**src/rtl/pipeline_run_ctrl.sv**
```systemverilog
// pipeline_run_ctrl: run/step/halt sequencer gating the 5-stage pipeline, with drain, pipeline reset and debug readback.
// Optional feature macro: BREAKPOINT_EN adds a fetch-PC breakpoint (bpArm/bpAddr, cause 3).
module pipeline_run_ctrl #(
    parameter int PC_WIDTH     = 8,
    parameter int DRAIN_CYCLES = 4,
    parameter int CNT_WIDTH    = 32
) (
    input  logic                 clock,
    input  logic                 reset,
    input  logic                 cmdValid,
    input  logic [1:0]           cmdCode,
    output logic                 cmdReady,
    input  logic                 haltDetected,
    input  logic [PC_WIDTH-1:0]  pcFE,
`ifdef BREAKPOINT_EN
    input  logic                 bpArm,
    input  logic [PC_WIDTH-1:0]  bpAddr,
`endif
    output logic                 pipeEnable,
    output logic                 fetchStall,
    output logic                 pipeReset,
    output logic                 halted,
    output logic                 done,
    output logic [PC_WIDTH-1:0]  haltPC,
    output logic [1:0]           haltCause,
    output logic [CNT_WIDTH-1:0] cycleCount
);
    localparam logic [2:0] IDLE = 3'd0, RUN = 3'd1, STEP = 3'd2, DRAIN = 3'd3, HALTED = 3'd4, CLEAR = 3'd5;
    localparam logic [1:0] CMD_RUN = 2'd0, CMD_STEP = 2'd1, CMD_HALT = 2'd2, CMD_CLEAR = 2'd3;
    localparam logic [1:0] CAUSE_INSTR = 2'd1, CAUSE_CMD = 2'd2, CAUSE_BP = 2'd3;
    localparam int TW = $clog2(DRAIN_CYCLES + 2);

    logic [2:0]    state, stateNext;
    logic [TW-1:0] timer, timerNext;
    logic [1:0]    causeNext;
    logic          live, accept, bpHit, trigger;

`ifdef BREAKPOINT_EN
    logic runFirst;
    // The first RUN cycle after a resume must not re-hit the breakpoint we stopped on.
    assign bpHit = bpArm && pcFE == bpAddr && !runFirst;
    always_ff @(posedge clock or negedge reset) begin
        if (!reset) runFirst <= 1'b0;
        else runFirst <= stateNext == RUN && state != RUN;
    end
`else
    assign bpHit = 1'b0;
`endif

    assign cmdReady   = live && (state == IDLE || state == RUN || state == HALTED);
    assign accept     = cmdValid && cmdReady;
    assign pipeEnable = state == RUN || state == STEP || state == DRAIN;
    assign fetchStall = state == DRAIN;
    assign pipeReset  = state == CLEAR;
    assign halted     = state == HALTED;
    assign trigger    = stateNext == DRAIN && state != DRAIN;

    always_comb begin
        stateNext = state;
        timerNext = timer;
        causeNext = haltCause;
        case (state)
            IDLE, HALTED: begin
                if (accept)
                    stateNext = cmdCode == CMD_RUN   ? RUN   :
                                cmdCode == CMD_STEP  ? STEP  :
                                cmdCode == CMD_CLEAR ? CLEAR : state;
            end
            RUN: begin
                if (accept && cmdCode == CMD_CLEAR) stateNext = CLEAR;
                else if (haltDetected) begin
                    stateNext = DRAIN;
                    causeNext = CAUSE_INSTR;
                end else if (bpHit) begin
                    stateNext = DRAIN;
                    causeNext = CAUSE_BP;
                end else if (accept && cmdCode == CMD_HALT) begin
                    stateNext = DRAIN;
                    causeNext = CAUSE_CMD;
                end
            end
            STEP: begin
                stateNext = haltDetected ? DRAIN : HALTED;
                causeNext = haltDetected ? CAUSE_INSTR : haltCause;
            end
            DRAIN: begin
                stateNext = timer == '0 ? HALTED : DRAIN;
                timerNext = timer - TW'(1);
            end
            CLEAR: begin
                stateNext = timer == '0 ? IDLE : CLEAR;
                timerNext = timer - TW'(1);
            end
            default: stateNext = IDLE;
        endcase
        // The shared down-counter is loaded on entry so DRAIN/CLEAR last DRAIN_CYCLES/2 cycles.
        if (trigger) timerNext = TW'(DRAIN_CYCLES - 1);
        if (stateNext == CLEAR && state != CLEAR) timerNext = TW'(1);
    end

    always_ff @(posedge clock or negedge reset) begin
        if (!reset) begin
            state      <= IDLE;
            timer      <= '0;
            live       <= 1'b0;
            done       <= 1'b0;
            haltPC     <= '0;
            haltCause  <= '0;
            cycleCount <= '0;
        end else begin
            state <= stateNext;
            timer <= timerNext;
            live  <= 1'b1;
            done  <= stateNext == HALTED && state != HALTED;
            if (state == CLEAR) begin
                haltPC     <= '0;
                haltCause  <= '0;
                cycleCount <= '0;
            end else begin
                if (trigger) begin
                    haltPC    <= pcFE;
                    haltCause <= causeNext;
                end
                if (pipeEnable && cycleCount != '1) cycleCount <= cycleCount + CNT_WIDTH'(1);
            end
        end
    end
endmodule

```
**config.mk**
```make
export PLATFORM = sky130hd
export DESIGN_NAME = pipeline_run_ctrl
export DESIGN_NICKNAME = d
export VERILOG_FILES = /design/src/rtl/pipeline_run_ctrl.sv
export SDC_FILE = /design/constraint.sdc
export NUM_CORES = 1
export LEC_CHECK = 0
export ABC_AREA = 1
export CAP_MARGIN = 20
export CORE_MARGIN = 4
export CORE_UTILIZATION = 29
export DETAILED_ROUTE_END_ITERATION = 16
export GPL_ROUTABILITY_DRIVEN = 0
export GPL_TIMING_DRIVEN = 1
export HOLD_SLACK_MARGIN = 0.1
export MAX_ROUTING_LAYER = met4
export PLACE_DENSITY = 0.63
export SLEW_MARGIN = 10
export SYNTH_ARGS = -nofsm -noshare
export SYNTH_HDL_FRONTEND = slang
export SYNTH_SLANG_ARGS = --single-unit
```
**constraint.sdc**
```tcl
create_clock -name clock -period 1.75 [get_ports clock]
set_clock_uncertainty 0.1 [all_clocks]
set_input_delay 0.35 -clock clock [delete_from_list [all_inputs] [get_ports clock]]
set_output_delay 0.35 -clock clock [all_outputs]
set_load 0.02 [all_outputs]
```
==> results.ini, run 1 <==
[synthesis]
synth-warning-count = 0
synthCells = 472
synthDistinctLibCells = 28
netlist_area_sq_um = 3151
ys_ff_latch = 50
syn_nets = 489
synth-seq-area-share_pct = 39.71
syn_avg_cell_area_sq_um = 6.675

[die]
die_h_um = 112.2
pin_count = 62
dieWidth_um = 112.2
start_util_pct = 30.11
dieArea_sq_um = 12600
placementRows = 37
core_sq_um = 10460

[grt]
grt_max_degree = 32
grt_pass1_wl_um = 15930
grt_pass1_vias = 3355
grt_use_total_pct = 15.60
antenna_found_initial = 0
grt-ovfl-total = 0

[sta]
finalSetupViolCount = 0
layout_setup_ws_ps = 46.23
rsz0062_at_grt = true
finalHoldViolations = 0
slew_viol_final = 0
fin_crit_sh_pct = 97.36
fin_crit_ps = 1704
timing.fmax_ghz = 0.5869

[worst_setup_path]
ff2ff_setup_slack_ps = 70
r2r_end = timer[1]
arrival_ps = 1250
rr_worst_depth = 10
r2r-start = state[0]
path_max_fanout = 3
critPathRequiredTime_ps = 1300
startpoint_type = register
path_class = reg -> out
cp-end-kind = output pin

[layout]
final_nets = 608
seqCellArea_sq_um = 1257
nFillCells = 1130
final_util_pct = 43.24
syn_to_final_growth_pct = 43.61
multi_input_comb_area_sq_um = 1735
drive_gt1_share_pct = 20.44
diodes = 0

[detailed_routing]
drt-initial-drc-count = 195
vias = 3384
drt-wirelength-per-cell_um = 12.96
wl_um = 9434
drtAntennaViolNets = 0
drc = 0
via_per_inst = 4.648
dr.pass1.iters = 4

[clock_tree]
ctsHtreeMaxLevel = 2
root_buffer = clkbuf_8
cts_buffer_depth = 2
clk_pin_slew_ps = 110
cts_sinks = 50
tritoncts = built
cts_buffers = 5
clk_latency_ps = 320

[power_and_ir_drop]
p_clk_share_pct = 15.9
intPower_mw = 2.690
pwr-share-seq_pct = 32.4
p_sw_share_pct = 43.67
p_comb_share_pct = 51.7
p_per_area_nw_per_um2 = 1055
power_switching_mw = 2.085
vdd_drop_max_v = 0.0006335
p_leak_nw = 2.396

[job]
maxCapViolCount = 0

[placement]
post-dp-hpwl_um = 7219
io_buffers = 61
dp_worst_setup_slack_ps = -254.7

[outcome]
status = finished, final reports clean

[min_path]
hp-class = in -> async

-- sequential cells by signal, summed over array words and instances, names as in the netlist --
signal	cells
cycleCount	32
done	1
haltCause	2
haltPC	8
live	1
state	3
timer	3
-- cell families after synthesis --
logic type	share of synthesized area (%)
simple gates	45.31
buf+inv	7.903
flops	39.71
xor+xnor	3.614
compound gates	2.145
fa+ha+maj	1.192
other cells	0.1190
-- power by group through the flow --
stage | clock [mW] | sequential, mW | combinational [mW]
final | 0.760 | 1.55 | 2.47
after global placement | 0 | 1.56 | 2.28
after detailed placement | 0 | 1.55 | 2.33
after CTS | 0.780 | 1.53 | 2.26
after floorplan | 0 | 1.72 | 1.23
after global routing | 0.823 | 1.57 | 2.75
-- how the worst max path moves through the flow --
stage                          end     startpoint  slack [ps]
global placement          timer[0]       cmdValid        -210
CTS                     fetchStall       state[2]           2
finish                  fetchStall       state[2]          50
detailed placement        state[1]       cmdValid        -250
floorplan           cycleCount[28]  cycleCount[0]          20
global route              state[1]       state[0]         -50
-- metal layers --
layer,routed length (um),part of all wire (%),global-route usage [%],up-vias
met5,0,0,-,-
met4,88,0.93,3.686,0
met3,511,5.4,2.803,9
met2,4577,49,25.47,79
met1,4256,45,20.19,1578
li1,-,-,-,1718
-- metrics by stage --
step | setup TNS [ps] | std cells | area (sq um) | power, mW | hold slack [ps]
2_1_floorplan | 0 | 472 | 3167 | 2.942 | -45.59
3_3_place_gp | -2460 | 712 | 4317 | 3.839 | 238.0
3_5_place_dp | -3296 | 712 | 4317 | 3.879 | 245.2
4_1_cts | 0 | 722 | 4375 | 4.576 | 430.4
5_1_grt | -811.0 | 728 | 4524 | 5.144 | 445.3
6_report | 0 | 728 | 4524 | 4.775 | 427.5
-- final cells by class --
| class | count | area share, % |
|---|---|---|
| tap | 136 | 3.761 |
| inverter | 47 | 4.287 |
| timing repair buffer | 123 | 23.62 |
| sequential | 50 | 27.79 |
| clock buffer | 6 | 1.825 |
| multi-input combinational | 364 | 38.36 |
| clock inverter | 2 | 0.3595 |
-- synth_stat cells, drive strengths merged --
library cell / number / share of area (%)
nand2: 200 / 24
nor2: 71 / 9.3
dfrtp: 50 / 40
inv: 46 / 5.5
nand4: 30 / 6.0
nand3: 29 / 4.6
xor2: 10 / 2.8
o21ai: 7 / 1.1
buf: 6 / 1.5
clkbuf: 5 / 0.60
ha: 3 / 1.2
xnor2: 3 / 0.83
nand3b: 2 / 0.48
nor3: 2 / 0.32
or2: 2 / 0.40
a21boi: 1 / 0.24
a21oi: 1 / 0.28
clkinv: 1 / 0.28
conb: 1 / 0.12
o2111ai: 1 / 0.28
o21bai: 1 / 0.24
-- worst max-delay path: stages, from the launching register on --
cell	delay (ps)
dfrtp_1	440
buf_6	140
nor2_4	110
nand2_2	70
inv_2	60
buf_6	110
-- cells in the final DEF, fill, tap and decap left out, types with 3 or more instances in the layout --
master           synthesis  routed
buf_12                   0       3
buf_4                    0      58
buf_6                    3       4
clkbuf_8                 0       6
clkdlybuf4s50_1          0      12
dfrtp_1                 50      45
dfrtp_2                  0       5
dlygate4sd2_1            0      40
dlymetal6s2s_1           0       3
inv_1                   43      41
inv_2                    3       3
nand2_1                196     184
nand2_2                  3      13
nand2_4                  1       3
nand3_1                 29      29
nand4_1                 30      30
nor2_1                  67      56
nor2_2                   1      11
nor2_4                   3       4
o21ai_0                  6       6
xnor2_1                  3       3
xor2_1                  10      10
-- repair_timing --
action / in CTS / in global routing
hold buffers: 1 / 0
gates cloned: 0 / 1
setup buffers: 1 / 5
pin swaps: 0 / 14
hold endpoints to repair: 15 / 0
setup endpoints to repair: 53 / 52
gates resized for setup: 65 / 41
No activity file was read; power rests on OpenSTA's default activity.
==> inputs of run 2 (changes only) <==
- SKIP_LAST_GASP: not set -> 1
==> run 2 against run 1 <==
- register-to-register slack hardly changed
- final area decreased by 0.53%
- hold slack gained 2.0 ps
- via count decreased by 0.21%
- sequential cell count is the same
- critical path depth is 1 lower
- critical path type unchanged
- largest cell class unchanged
==> results.ini, run 2 (synthesis gave the netlist of run 1 again) <==
[outcome]
status = finished, final reports clean

[sta]
finalSetupViolCount = 0
tns_ps = 0
timing.hold.ws_ps = 429.5
finalHoldViolations = 0
fin_crit_ps = 1719
fin_crit_sh_pct = 98.24
rsz0062_at_grt = true
max-slew-margin-rel_pct = 66.43
slew_viol_final = 0
timing.fmax_ghz = 0.5817
tightest_slew_ps = 503.5

[detailed_routing]
drc = 0
drt-initial-drc-count = 182
wl_um = 9355
vias = 3377
via_per_inst = 4.639
drtAntennaViolNets = 0
dr.pass1.iters = 4
drt-wirelength-per-cell_um = 12.85

[layout]
final_cell_mix = 189 x nand2_1, 58 x buf_4, 57 x nor2_1
largest_reg_flops = 32
final_nets = 608
final_common_cell = nand2_1
drive_gt1_share_pct = 19.43
diodes = 0
syn_to_final_growth_pct = 42.85
final_util_pct = 43.02
reg_top3 = cycleCount: 32 flops, haltPC: 8 flops
regMostFlops = cycleCount

[worst_setup_path]
cp_slowest_stage_delay_ps = 430
rr_worst_depth = 7
r2r_end = state[0]
path_max_fanout = 4
path_class = reg -> out
crit_slowest_cell = dfrtp_1
critPathRequiredTime_ps = 1300
r2r-start = state[0]
startpoint_type = register
cp-end-kind = output pin
crit_chain = inv_2 > nand2_1 > nor2_1 > buf_2
ff2ff_setup_slack_ps = 70
arrival_ps = 1270

[clock_tree]
clk_pin_slew_ps = 110
cts_buffer_depth = 2
clk_latency_ps = 320
cts_sinks = 50
tritoncts = built
ctsHtreeMaxLevel = 2
cts_buffers = 5
root_buffer = clkbuf_8

[die]
dieArea_sq_um = 12600
pin_count = 62
die_h_um = 112.2
dieWidth_um = 112.2
start_util_pct = 30.11
placementRows = 37
core_sq_um = 10460

[min_path]
hp-class = in -> async

[power_and_ir_drop]
power_switching_mw = 2.059
p_per_area_nw_per_um2 = 1050
p_leak_nw = 2.393
p_clk_share_pct = 16.0
vdd_drop_max_v = 0.0006305
p_comb_share_pct = 51.2
pwr-share-seq_pct = 32.7
intPower_mw = 2.667
p_sw_share_pct = 43.57

[grt]
grt_use_total_pct = 15.58
grt-ovfl-total = 0
grt_max_degree = 32
antenna_found_initial = 0
grt_pass1_vias = 3353
grt_pass1_wl_um = 15920

[placement]
post-dp-hpwl_um = 7219
io_buffers = 61

[job]
maxCapViolCount = 0

-- run 2: cell counts in the layout (fill, tap and decap cells not counted) --
No cell type changed its count.
-- run 2: power by group through the flow --
stage | combinational, mW | sequential (mW) | clock [mW]
final | 2.42 | 1.55 | 0.757
after global placement | 2.28 | 1.56 | 0
after global routing | 2.70 | 1.57 | 0.823
after detailed placement | 2.33 | 1.55 | 0
after CTS | 2.26 | 1.53 | 0.780
after floorplan | 1.23 | 1.72 | 0
-- run 2: layout make-up --
type | count | area (sq um)
clock buffer | 6 | 82.58
clock inverter | 2 | 16.27
fill | 1130 | 5962
inverter | 47 | 191.4
multi-input combinational | 364 | 1720
sequential | 50 | 1257
tap | 136 | 170.2
timing repair buffer | 123 | 1062
-- run 2: critical path: cells and delay by family, from the launching register on --
kind	cells	cell delay, ps
DFF	1	430
buffers and inverters	2	300
and+or+nand+nor	2	210
-- run 2: metrics by stage --
stage / setup WS (ps) / cell area, sq um / total power, mW / cells
after global placement: -207.3 / 4317 / 3.839 / 712
after CTS: -143.3 / 4374 / 4.571 / 722
final: 30.86 / 4501 / 4.726 / 728
after floorplan: 19.57 / 3167 / 2.942 / 472
after detailed placement: -254.7 / 4317 / 3.879 / 712
after global routing: -44.78 / 4501 / 5.097 / 728
-- run 2: what timing repair did --
action,CTS,global route
cloned,0,1
endpoints found under the hold margin,15,0
setup endpoints to repair,53,52
gates resized for setup,60,37
buffers inserted,1,5
pin swaps,0,7
hold buffers,1,0
-- run 2: per-layer routing --
layer	share of wire [%]	track usage (%)
met1	46	20.16
met2	48	25.47
met3	4.9	2.803
met4	0.79	3.686
met5	0	-
-- run 2: how the worst max path moves through the flow --
stage,end,cells after the start,slack (ps),startpoint
global placement,timer[0],8,-210,cmdValid
global route,state[1],9,-40,state[0]
finish,cmdReady,4,30,state[1]
CTS,cmdReady,4,-140,state[1]
floorplan,cycleCount[28],12,20,cycleCount[0]
detailed placement,state[1],8,-250,cmdValid
